## src/rtl/shs_pkg.sv

```systemverilog
// rtl/shs_pkg.sv - security state encodings and default climate/timing thresholds
package shs_pkg;

  localparam int SEC_W = 2;

  typedef enum logic [SEC_W-1:0] {
    SEC_DISARMED = 2'd0,
    SEC_ARMED    = 2'd1,
    SEC_ENTRY    = 2'd2,
    SEC_ALARM    = 2'd3
  } sec_state_e;

  localparam int DEF_FAN_ON         = 25;
  localparam int DEF_AC_ON          = 28;
  localparam int DEF_HYST           = 2;
  localparam int DEF_DEB_CYCLES     = 4;
  localparam int DEF_AC_MIN_CYCLES  = 16;
  localparam int DEF_ENTRY_DELAY    = 32;

endpackage

```

## src/rtl/shs_zone_ctrl_if.sv

```systemverilog
// rtl/shs_zone_ctrl_if.sv - sensor inputs and actuator outputs of the zone controller
interface shs_zone_ctrl_if #(
  parameter int N_ZONES = 4,
  parameter int TEMP_W  = 8
);
  import shs_pkg::*;

  logic [N_ZONES*TEMP_W-1:0] temperature;
  logic [N_ZONES-1:0]        light_sensor;
  logic [N_ZONES-1:0]        motion_sensor;
  logic                      gas_sensor;
  logic                      door_sensor;
  logic                      rain_sensor;
  logic                      arm;
  logic                      disarm;
  logic                      alarm_ack;
  logic [N_ZONES-1:0]        fan;
  logic [N_ZONES-1:0]        ac;
  logic [N_ZONES-1:0]        room_light;
  logic                      exhaust_fan;
  logic                      window_closer;
  logic                      door_lock;
  logic                      security_alarm;
  logic [SEC_W-1:0]          alarm_state;

  modport master (
    output temperature, light_sensor, motion_sensor, gas_sensor, door_sensor,
           rain_sensor, arm, disarm, alarm_ack,
    input  fan, ac, room_light, exhaust_fan, window_closer, door_lock,
           security_alarm, alarm_state
  );

  modport slave (
    input  temperature, light_sensor, motion_sensor, gas_sensor, door_sensor,
           rain_sensor, arm, disarm, alarm_ack,
    output fan, ac, room_light, exhaust_fan, window_closer, door_lock,
           security_alarm, alarm_state
  );

endinterface

```

## src/rtl/shs_debounce.sv

```systemverilog
// rtl/shs_debounce.sv - per-bit debouncer; value flips after CYCLES consecutive differing samples
module shs_debounce #(
  parameter int               WIDTH   = 1,
  parameter int               CYCLES  = 4,
  parameter logic [WIDTH-1:0] RST_VAL = '0
) (
  input  logic             clk,
  input  logic             rst_n,
  input  logic [WIDTH-1:0] raw_i,
  output logic [WIDTH-1:0] db_o
);

  localparam int CW = $clog2(CYCLES + 1);

  logic [WIDTH-1:0]         db_q, db_d;
  logic [WIDTH-1:0][CW-1:0] cnt_q, cnt_d;

  always_comb begin
    db_d  = db_q;
    cnt_d = '0;
    for (int i = 0; i < WIDTH; i++) begin
      if (raw_i[i] != db_q[i]) begin
        if (cnt_q[i] + CW'(1) == CW'(CYCLES)) begin
          db_d[i] = raw_i[i];
        end else begin
          cnt_d[i] = cnt_q[i] + CW'(1);
        end
      end
    end
  end

  always_ff @(posedge clk or negedge rst_n) begin
    if (!rst_n) begin
      db_q  <= RST_VAL;
      cnt_q <= '0;
    end else begin
      db_q  <= db_d;
      cnt_q <= cnt_d;
    end
  end

  assign db_o = db_q;

endmodule

```

## src/rtl/shs_zone_ctrl.sv

```systemverilog
// rtl/shs_zone_ctrl.sv - multi-zone climate/light control, gas latch and arm/entry/alarm FSM
module shs_zone_ctrl
  import shs_pkg::*;
#(
  parameter int N_ZONES       = 4,
  parameter int TEMP_W        = 8,
  parameter int FAN_ON        = DEF_FAN_ON,
  parameter int AC_ON         = DEF_AC_ON,
  parameter int HYST          = DEF_HYST,
  parameter int DEB_CYCLES    = DEF_DEB_CYCLES,
  parameter int AC_MIN_CYCLES = DEF_AC_MIN_CYCLES,
  parameter int ENTRY_DELAY   = DEF_ENTRY_DELAY
) (
  input  logic            clk,
  input  logic            reset,
  shs_zone_ctrl_if.slave  bus
);

  if (HYST > FAN_ON) begin : g_hyst_check
    $error("HYST must not exceed FAN_ON");
  end

  localparam int SW = 2*N_ZONES + 3;
  localparam int DW = $clog2(AC_MIN_CYCLES + 1);
  localparam int EW = $clog2(ENTRY_DELAY + 1);
  localparam logic [SW-1:0]     DB_RST  = {{(N_ZONES+3){1'b0}}, {N_ZONES{1'b1}}};
  localparam logic [TEMP_W-1:0] FAN_SET = TEMP_W'(FAN_ON);
  localparam logic [TEMP_W-1:0] FAN_CLR = TEMP_W'(FAN_ON - HYST);
  localparam logic [TEMP_W-1:0] AC_SET  = TEMP_W'(AC_ON);
  localparam logic [TEMP_W-1:0] AC_CLR  = TEMP_W'(AC_ON - HYST);

  // Light bits come out of reset "bright" so no lamp switches on at power-up
  logic [SW-1:0]      raw, db;
  logic [N_ZONES-1:0] light_db, motion_db;
  logic               gas_db, door_db, rain_db;

  assign raw = {bus.rain_sensor, bus.door_sensor, bus.gas_sensor,
                bus.motion_sensor, bus.light_sensor};

  shs_debounce #(.WIDTH(SW), .CYCLES(DEB_CYCLES), .RST_VAL(DB_RST)) u_debounce (
    .clk   (clk),
    .rst_n (reset),
    .raw_i (raw),
    .db_o  (db)
  );

  assign light_db  = db[N_ZONES-1:0];
  assign motion_db = db[2*N_ZONES-1:N_ZONES];
  assign gas_db    = db[2*N_ZONES];
  assign door_db   = db[2*N_ZONES+1];
  assign rain_db   = db[2*N_ZONES+2];

  logic [N_ZONES-1:0] fan_w, ac_w;

  for (genvar z = 0; z < N_ZONES; z++) begin : g_zone
    logic [TEMP_W-1:0] temp;
    logic              fan_q, fan_d, ac_q, ac_d, ac_req;
    logic [DW-1:0]     dwell_q, dwell_d;

    assign temp = bus.temperature[z*TEMP_W +: TEMP_W];

    // The AC request is recomputed every cycle; the dwell timer only gates when it may apply
    always_comb begin
      fan_d   = fan_q;
      ac_req  = ac_q;
      ac_d    = ac_q;
      dwell_d = dwell_q;
      if (temp > FAN_SET)       fan_d = 1'b1;
      else if (temp <= FAN_CLR) fan_d = 1'b0;
      if (temp > AC_SET)        ac_req = 1'b1;
      else if (temp <= AC_CLR)  ac_req = 1'b0;
      if (dwell_q != '0) begin
        dwell_d = dwell_q - DW'(1);
      end else if (ac_req != ac_q) begin
        ac_d    = ac_req;
        dwell_d = DW'(AC_MIN_CYCLES - 1);
      end
    end

    always_ff @(posedge clk or negedge reset) begin
      if (!reset) begin
        fan_q   <= 1'b0;
        ac_q    <= 1'b0;
        dwell_q <= '0;
      end else begin
        fan_q   <= fan_d;
        ac_q    <= ac_d;
        dwell_q <= dwell_d;
      end
    end

    assign fan_w[z] = fan_q;
    assign ac_w[z]  = ac_q;
  end

  sec_state_e         state_q, state_d;
  logic [EW-1:0]      entry_q, entry_d;
  logic               latch_q, latch_d;
  logic               window_q, lock_q, alarm_q;
  logic [N_ZONES-1:0] room_light_q;

  always_comb begin
    state_d = state_q;
    entry_d = entry_q;
    if (bus.disarm) begin
      state_d = SEC_DISARMED;
    end else begin
      case (state_q)
        SEC_DISARMED: if (bus.arm) state_d = SEC_ARMED;
        SEC_ARMED: begin
          if ((|motion_db) || door_db) begin
            state_d = SEC_ENTRY;
            entry_d = EW'(ENTRY_DELAY - 1);
          end
        end
        SEC_ENTRY: begin
          if (entry_q == '0) state_d = SEC_ALARM;
          else               entry_d = entry_q - EW'(1);
        end
        default: state_d = state_q;
      endcase
    end
  end

  // An acknowledge cannot clear the latch while gas is still present
  assign latch_d = gas_db | (latch_q & ~bus.alarm_ack);

  always_ff @(posedge clk or negedge reset) begin
    if (!reset) begin
      state_q      <= SEC_DISARMED;
      entry_q      <= '0;
      latch_q      <= 1'b0;
      window_q     <= 1'b0;
      lock_q       <= 1'b0;
      alarm_q      <= 1'b0;
      room_light_q <= '0;
    end else begin
      state_q      <= state_d;
      entry_q      <= entry_d;
      latch_q      <= latch_d;
      window_q     <= rain_db & ~latch_d;
      lock_q       <= door_db | (state_d != SEC_DISARMED);
      alarm_q      <= (state_d == SEC_ALARM);
      room_light_q <= ~light_db;
    end
  end

  assign bus.fan            = fan_w;
  assign bus.ac             = ac_w;
  assign bus.room_light     = room_light_q;
  assign bus.exhaust_fan    = latch_q;
  assign bus.window_closer  = window_q;
  assign bus.door_lock      = lock_q;
  assign bus.security_alarm = alarm_q;
  assign bus.alarm_state    = state_q;

endmodule
```

## src/flat_wrapper.sv

```systemverilog
// flat-port wrapper written by rule: the top's interface ports become plain ports
module shs_zone_ctrl_flat import shs_pkg::*;
#(
  parameter int N_ZONES       = 4,
  parameter int TEMP_W        = 8,
  parameter int FAN_ON        = DEF_FAN_ON,
  parameter int AC_ON         = DEF_AC_ON,
  parameter int HYST          = DEF_HYST,
  parameter int DEB_CYCLES    = DEF_DEB_CYCLES,
  parameter int AC_MIN_CYCLES = DEF_AC_MIN_CYCLES,
  parameter int ENTRY_DELAY   = DEF_ENTRY_DELAY
)
  (clk, reset, bus_temperature, bus_light_sensor, bus_motion_sensor, bus_gas_sensor, bus_door_sensor, bus_rain_sensor, bus_arm, bus_disarm, bus_alarm_ack, bus_fan, bus_ac, bus_room_light, bus_exhaust_fan, bus_window_closer, bus_door_lock, bus_security_alarm, bus_alarm_state);
  shs_zone_ctrl_if #(.N_ZONES(N_ZONES), .TEMP_W(TEMP_W)) bus_i ();
  input  logic clk;
  input  logic reset;
  input wire logic [$bits(bus_i.temperature)-1:0] bus_temperature;
  input wire logic [$bits(bus_i.light_sensor)-1:0] bus_light_sensor;
  input wire logic [$bits(bus_i.motion_sensor)-1:0] bus_motion_sensor;
  input wire logic [$bits(bus_i.gas_sensor)-1:0] bus_gas_sensor;
  input wire logic [$bits(bus_i.door_sensor)-1:0] bus_door_sensor;
  input wire logic [$bits(bus_i.rain_sensor)-1:0] bus_rain_sensor;
  input wire logic [$bits(bus_i.arm)-1:0] bus_arm;
  input wire logic [$bits(bus_i.disarm)-1:0] bus_disarm;
  input wire logic [$bits(bus_i.alarm_ack)-1:0] bus_alarm_ack;
  output wire logic [$bits(bus_i.fan)-1:0] bus_fan;
  output wire logic [$bits(bus_i.ac)-1:0] bus_ac;
  output wire logic [$bits(bus_i.room_light)-1:0] bus_room_light;
  output wire logic [$bits(bus_i.exhaust_fan)-1:0] bus_exhaust_fan;
  output wire logic [$bits(bus_i.window_closer)-1:0] bus_window_closer;
  output wire logic [$bits(bus_i.door_lock)-1:0] bus_door_lock;
  output wire logic [$bits(bus_i.security_alarm)-1:0] bus_security_alarm;
  output wire logic [$bits(bus_i.alarm_state)-1:0] bus_alarm_state;
  assign bus_i.temperature = bus_temperature;
  assign bus_i.light_sensor = bus_light_sensor;
  assign bus_i.motion_sensor = bus_motion_sensor;
  assign bus_i.gas_sensor = bus_gas_sensor;
  assign bus_i.door_sensor = bus_door_sensor;
  assign bus_i.rain_sensor = bus_rain_sensor;
  assign bus_i.arm = bus_arm;
  assign bus_i.disarm = bus_disarm;
  assign bus_i.alarm_ack = bus_alarm_ack;
  assign bus_fan = bus_i.fan;
  assign bus_ac = bus_i.ac;
  assign bus_room_light = bus_i.room_light;
  assign bus_exhaust_fan = bus_i.exhaust_fan;
  assign bus_window_closer = bus_i.window_closer;
  assign bus_door_lock = bus_i.door_lock;
  assign bus_security_alarm = bus_i.security_alarm;
  assign bus_alarm_state = bus_i.alarm_state;
  shs_zone_ctrl #(.N_ZONES(N_ZONES), .TEMP_W(TEMP_W), .FAN_ON(FAN_ON), .AC_ON(AC_ON), .HYST(HYST), .DEB_CYCLES(DEB_CYCLES), .AC_MIN_CYCLES(AC_MIN_CYCLES), .ENTRY_DELAY(ENTRY_DELAY)) u_core (.clk(clk), .reset(reset), .bus(bus_i));
endmodule
```

## config.mk

```make
export PLATFORM = sky130hd
export DESIGN_NAME = shs_zone_ctrl_flat
export DESIGN_NICKNAME = d
export VERILOG_FILES = /design/src/rtl/shs_pkg.sv /design/src/rtl/shs_zone_ctrl_if.sv /design/src/rtl/shs_debounce.sv /design/src/rtl/shs_zone_ctrl.sv /design/src/flat_wrapper.sv
export SDC_FILE = /design/constraint.sdc
export NUM_CORES = 1
export LEC_CHECK = 0
export ABC_AREA = 1
export CAP_MARGIN = 20
export CORE_ASPECT_RATIO = 2
export CORE_MARGIN = 2
export CORE_UTILIZATION = 25
export DETAILED_ROUTE_END_ITERATION = 10
export PLACE_DENSITY_LB_ADDON = 0.1
export SETUP_SLACK_MARGIN = 0.2
export SLEW_MARGIN = 20
export SYNTH_ARGS = -nofsm -noshare
export SYNTH_HDL_FRONTEND = slang
export SYNTH_HIERARCHICAL = 1
export SYNTH_SLANG_ARGS = --single-unit
```

## constraint.sdc

```tcl
create_clock -name clk -period 2.55 [get_ports clk]
set_clock_uncertainty 0.2 [all_clocks]
set_input_delay 0.255 -clock clk [delete_from_list [all_inputs] [get_ports clk]]
set_output_delay 0.255 -clock clk [all_outputs]
set_load 0.05 [all_outputs]
```

==> flow_metrics.env, run 1 <==
export IMPL_grt_usage=0.1020
export IMPL_cts_max_level=3
export IMPL_cts_max_path_buffers=2
export IMPL_clock_sinks=88
export IMPL_vias=3930
export IMPL_area_growth_pct=25.32
export IMPL_min_period_over_period=0.8125
export IMPL_criticalPathCategory="reg -> out"
export IMPL_placed_cells=948
export IMPL_critPathBufInv=1
export IMPL_path_delay_family="buffers and inverters"
export IMPL_synth_seq_area_share=0.4530
export IMPL_rsz0062_at_grt="false"
export IMPL_fin_nets=776
export IMPL_ys_ff_latch=88
export IMPL_die_w_um=102.7
export IMPL_portBuffers=65
export IMPL_layout_commonest_cell="nand2_1"
export IMPL_vias_per_cell=4.073
export IMPL_core_area_um2=19190
export IMPL_cp_max_fo=4
export IMPL_start_kind="register"
export IMPL_grt_pass1_wl_um=16840
export IMPL_cts_root_buf="clkbuf_16"
export IMPL_synthCells=630
export IMPL_die_area_um2=20690
export IMPL_synth_ff_type="dfrtp_1"
export IMPL_wire_per_inst_um=9.994
export IMPL_tightest_slew_ps=514.8
export IMPL_ctsHoldBuffers=1
export IMPL_p_leak_nw=3.255
export IMPL_setup_ws_ps=478.0
export IMPL_tns_ps=0
export IMPL_p_per_area_nw_per_um2=978.6
export IMPL_io_pins=66
export IMPL_gp_congestion=0.7320
export IMPL_initial_utilization=0.2539
export IMPL_power_share_clock=0.213
export IMPL_n_antenna_cell=0
export IMPL_cts_tree="yes"
export IMPL_end_kind="output pin"
export IMPL_status="finished clean"
export IMPL_clock_latency_ps=340
export IMPL_path_cells="clkdlybuf4s50_1"
export IMPL_power_share_sequential=0.401
export IMPL_worstPathRequired_ps=2100
export IMPL_rows=72
export IMPL_relSlewSlack=0.6557
export IMPL_hold_path_class="in -> async"
export IMPL_report_final_slew_viol_count=0
export IMPL_sw_frac_of_total=0.3925
export IMPL_worstPathArrival_ps=1620
export IMPL_wirelength_um=9644
export IMPL_irDropWorstVdd_v=0.0003873
export IMPL_drive_above_1_share=0.06516
export IMPL_synth_async_sr_flop_share=1.000
export IMPL_fill_cells=2031
export IMPL_synth_edf_count=0
export IMPL_die_y_um=201.4
export IMPL_dp_slack_ps=700.4
export IMPL_p_int_w=0.003630
export IMPL_grt_ovfl_total=0
export IMPL_finish_utilization=0.3182
export IMPL_postCtsSetupBuffers=0
export IMPL_drv_cap=0
export IMPL_synth_nets=705
export IMPL_power_switching_w=0.002345
export IMPL_fin_crit_ps=2072
export IMPL_drtIter0Drc=102
export IMPL_slowest_delay_ps=840
export IMPL_max_freq_ghz=0.4826
export IMPL_clk_pin_slew_worst_paths_ps=60
export IMPL_ctsResizeCount=0
export IMPL_yosysWarnings=6
export IMPL_drt_first_pass_iters=4
export IMPL_synth_area_um2=4872
export IMPL_dp_hpwl_um=7532
export IMPL_critPathSlowestCell="clkdlybuf4s50_1"
export IMPL_grt_pass1_vias=3977
export IMPL_drc=0
export IMPL_postRouteAntennaNets=0
export IMPL_final_cell_mix="162 x nand2_1, 134 x inv_1, 84 x dfrtp_1"
export IMPL_antenna_found_initial=0
export IMPL_hold_viol_final=0
export IMPL_comb_power_share=0.386
export IMPL_ys_types=31
export IMPL_final_setup_viol_count=0
export IMPL_total_power_w=0.005975
export IMPL_grt_max_degree=45
export IMPL_cts_buffers=9
export IMPL_syn_avg_cell_area_um2=7.734
export IMPL_fin_cells=965
## sequential cells by signal, summed over array words and instances, names as in the netlist
signal,cells
u_core/g_zone.fan_q,4
u_core/bus.alarm_state,2
u_core/bus.security_alarm,1
u_core/g_zone.ac_q,4
u_core/entry_q,6
u_core/bus.door_lock,1
u_core/u_debounce/db_o,11
u_core/bus.room_light,4
u_core/g_zone.dwell_q,20
u_core/bus.window_closer,1
u_core/bus.exhaust_fan,1
u_core/u_debounce/cnt_q,33
## Yosys cell counts, drive strengths merged, types with 4 or more instances
master | count | area share
nor2 | 77 | 0.063
a21oi | 8 | 0.011
buf | 8 | 0.012
dfstp | 4 | 0.022
inv | 135 | 0.10
nand3b | 22 | 0.034
xnor2 | 4 | 0.0072
nand3 | 38 | 0.039
nand4 | 15 | 0.019
nor3 | 5 | 0.0074
o21a | 6 | 0.0092
ha | 27 | 0.069
o21ai | 10 | 0.010
nand2 | 174 | 0.14
dfrtp | 84 | 0.43
## worst reg2reg max path, delay by kind of cell, from the launching register on
kind                     cells  cell delay, ps
adder cells (fa/ha/maj)      1             220
buffers and inverters        2             180
AND/OR/NAND/NOR              6             530
AO/OA/AOI/OAI                1             220
flip-flops                   1             360
## path summary, 6_finish.rpt
kind                                                       start                                    end  slack [ps]  cells past startpoint
min                                                        reset    u_core/bus.security_alarm$_DFF_PN0_         110                      2
max reg2reg                        u_core/entry_q[0]$_DFFE_PN0P_          u_core/entry_q[4]$_DFFE_PN0P_         730                     10
max                          u_core/bus.alarm_state[0]$_DFF_PN0_                     bus_alarm_state[0]         480                      1
min reg2reg                u_core/u_debounce/db_o[1]$_DFFE_PN1P_     u_core/bus.room_light[1]$_DFF_PN0_         250                      1
max in group asynchronous                                  reset  u_core/u_debounce/db_o[1]$_DFFE_PN1P_        1330                      3
min in group clk           u_core/u_debounce/db_o[1]$_DFFE_PN1P_     u_core/bus.room_light[1]$_DFF_PN0_         250                      1
## through the flow
step	instance area (um^2)	hold slack, ps
final	6106	109.7
after global routing	6106	132.9
after CTS	6106	118.4
after detailed placement	5812	-71.48
after global placement	5812	-70.86
after floorplan	4872	-240.6
## cells by family after synthesis
group           Yosys count  synth area share
simple gates            335            0.3089
buf+inv                 143            0.1163
xor+xnor                  7           0.01258
fa+ha+maj                27           0.06934
flops                    88            0.4530
compound gates           30           0.03980
## area by class of cell
| class | instances | area [um^2] | area share |
|---|---|---|---|
| clock inverter | 5 | 31.28 | 0.005123 |
| clock buffer | 11 | 252.7 | 0.04139 |
| multi-input combinational | 399 | 2098 | 0.3436 |
| sequential | 88 | 2207 | 0.3615 |
| inverter | 135 | 506.7 | 0.08299 |
| tap | 259 | 324.1 | 0.05307 |
| timing repair buffer | 68 | 685.7 | 0.1123 |
## routing by layer
layer / GRT usage / share of wire / wire length, um / up-vias
li1: - / - / - / 2056
met1: 0.1013 / 0.39 / 3744 / 1819
met2: 0.1933 / 0.56 / 5392 / 45
met3: 0.01910 / 0.030 / 292 / 10
met4: 0.05000 / 0.022 / 214 / 0
met5: 0 / 0 / 0 / -
## power by group through the flow
stage / Combinational [W] / Sequential (W) / Clock, W
3_3_place_gp: 0.00229 / 0.00242 / 0
2_1_floorplan: 0.00163 / 0.00251 / 0
5_1_grt: 0.00268 / 0.00249 / 0.00140
4_1_cts: 0.00236 / 0.00241 / 0.00135
3_5_place_dp: 0.00235 / 0.00243 / 0
6_report: 0.00231 / 0.00239 / 0.00127
Power figures use the tool's default switching activity.
==> run 2: changes to the inputs <==
- clock period: 2.55 -> 1.9 ns (I/O delays scaled with it)
==> flow_metrics.env, run 2 (synthesis results as in run 1) <==
export IMPL_die_w_um=102.7
export IMPL_antenna_found_initial=0
export IMPL_worstPathRequired_ps=1980
export IMPL_hold_viol_final=0
export IMPL_die_y_um=201.4
export IMPL_grt_pass1_vias=3961
export IMPL_area_growth_pct=27.97
export IMPL_slowest_delay_ps=400
export IMPL_status="finished clean"
export IMPL_fill_cells=2046
export IMPL_rows=72
export IMPL_fin_nets=786
export IMPL_die_area_um2=20690
export IMPL_cp_max_fo=4
export IMPL_placed_cells=949
export IMPL_drtIter0Drc=76
export IMPL_cts_max_level=3
export IMPL_cts_root_buf="clkbuf_16"
export IMPL_tightest_slew_ps=496.6
export IMPL_grt_pass1_wl_um=16910
export IMPL_p_leak_nw=3.338
export IMPL_n_antenna_cell=0
export IMPL_final_cell_mix="159 x nand2_1, 128 x inv_1, 83 x dfrtp_1"
export IMPL_worstPathArrival_ps=1770
export IMPL_grt_usage=0.1020
export IMPL_min_period_over_period=0.8880
export IMPL_wire_per_inst_um=10.05
export IMPL_clock_sinks=88
export IMPL_postRouteAntennaNets=0
export IMPL_p_per_area_nw_per_um2=1342
export IMPL_critPathSlowestCell="dfrtp_1"
export IMPL_register_area_um2=2208
export IMPL_irDropWorstVdd_v=0.0005820
export IMPL_criticalPathCategory="reg -> reg"
export IMPL_vias_per_cell=4.091
export IMPL_multi_input_area_um2=2146
export IMPL_report_final_slew_viol_count=0
export IMPL_drive_above_1_share=0.1089
export IMPL_regMostFlops="u_core/u_debounce/cnt_q"
export IMPL_clk_pin_slew_worst_paths_ps=60
export IMPL_drt_first_pass_iters=5
export IMPL_hold_path_class="in -> async"
export IMPL_layout_commonest_cell="nand2_1"
export IMPL_dp_hpwl_um=7353
export IMPL_cts_max_path_buffers=2
export IMPL_fin_crit_ps=1687
export IMPL_gp_congestion=0.7745
export IMPL_grt_ovfl_total=0
export IMPL_final_setup_viol_count=0
export IMPL_grt_max_degree=32
export IMPL_drv_cap=0
export IMPL_end_kind="register"
export IMPL_fin_cells=975
export IMPL_largest_reg_flops=33
export IMPL_wirelength_um=9803
export IMPL_tns_ps=0
export IMPL_vias=3989
export IMPL_core_area_um2=19190
export IMPL_io_pins=66
export IMPL_rsz0062_at_grt="true"
export IMPL_path_cells="inv_2 -> ha_4 -> inv_2 -> or2_4 -> nor3_4 -> nand2_2 -> nor2_4 -> nand2_1 -> nand2_1"
export IMPL_start_kind="register"
export IMPL_cts_tree="yes"
export IMPL_worst_hold_slack_ps=132.9
export IMPL_relSlewSlack=0.6702
export IMPL_cts_buffers=9
export IMPL_portBuffers=65
export IMPL_clock_latency_ps=340
export IMPL_max_freq_ghz=0.5927
export IMPL_drc=0
export IMPL_total_power_w=0.008365
export IMPL_initial_utilization=0.2539
## run 2: changes by cell type in the layout (fill, tap and decap cells not counted), sizes merged
| cell | change |
|---|---|
| clkdlybuf4s50 | -18 |
| buf | +18 |
| clkinvlp | -1 |
| dlygate4sd2 | +10 |
| bufinv | +1 |
| clkinv | -1 |
| clkbuf | +1 |
## run 2: worst paths after layout
kind / slack (ps) / startpoint / end / cells past startpoint
worst max-delay path: 210 / u_core/g_zone[1].dwell_q[0]$_DFFE_PN0P_ / u_core/g_zone[1].dwell_q[1]$_DFFE_PN0P_ / 9
worst min-delay path: 130 / reset / u_core/g_zone[2].ac_q$_DFFE_PN0P_ / 2
worst max register to register: 210 / u_core/g_zone[1].dwell_q[0]$_DFFE_PN0P_ / u_core/g_zone[1].dwell_q[1]$_DFFE_PN0P_ / 9
worst min register to register: 250 / u_core/u_debounce/db_o[0]$_DFFE_PN1P_ / u_core/bus.room_light[0]$_DFF_PN0_ / 1
max in group asynchronous: 790 / reset / u_core/u_debounce/db_o[3]$_DFFE_PN1P_ / 3
min in group clk: 230 / bus_alarm_ack / u_core/bus.exhaust_fan$_DFF_PN0_ / 2
## run 2: what timing repair did
action                                  CTS  global route
buffers inserted                          7             2
endpoints found under the setup margin   18            22
pin swaps                                 6             3
endpoints found under the hold margin    87             0
resized for setup                        16            11
hold buffers                              1             0
## run 2: layer usage
metal | global-route usage | wire length (um) | up-vias
li1 | - | - | 2085
met1 | 0.1057 | 3987 | 1848
met2 | 0.1879 | 5310 | 48
met3 | 0.02362 | 318 | 8
met4 | 0.04476 | 187 | 0
met5 | 0 | 0 | -
## run 2: layout make-up
class,count,area share
clock buffers,12,0.04114
clock inverters,4,0.008429
inverters,135,0.08128
multi-input cells,399,0.3442
flip-flops and latches,88,0.3542
well taps,259,0.05198
repair buffers,78,0.1188
## run 2: critical path, delay by kind of cell (launching register included)
kind / cells / cell delay (ps)
AND/OR/NAND/NOR: 6 / 760
flip-flops: 1 / 400
buffers and inverters: 2 / 120
adder cells (fa/ha/maj): 1 / 120
## run 2: report_power, final
part | internal [W] | leakage (nW) | switching (W) | total [W]
Combinational | 0.00136 | 2.12 | 0.00193 | 0.00330
Clock | 0.00109 | 0.153 | 0.000758 | 0.00185
Sequential | 0.00265 | 1.07 | 0.000564 | 0.00322
## run 2: metrics by stage
stage                     utilization  setup slack (ps)  cell area, um^2
after floorplan                     -             269.6             4873
after global placement         0.3029             153.2             5813
after detailed placement       0.3029             102.9             5813
after CTS                      0.3226             200.5             6190
after global routing           0.3249             142.6             6235
final                          0.3249             212.9             6235
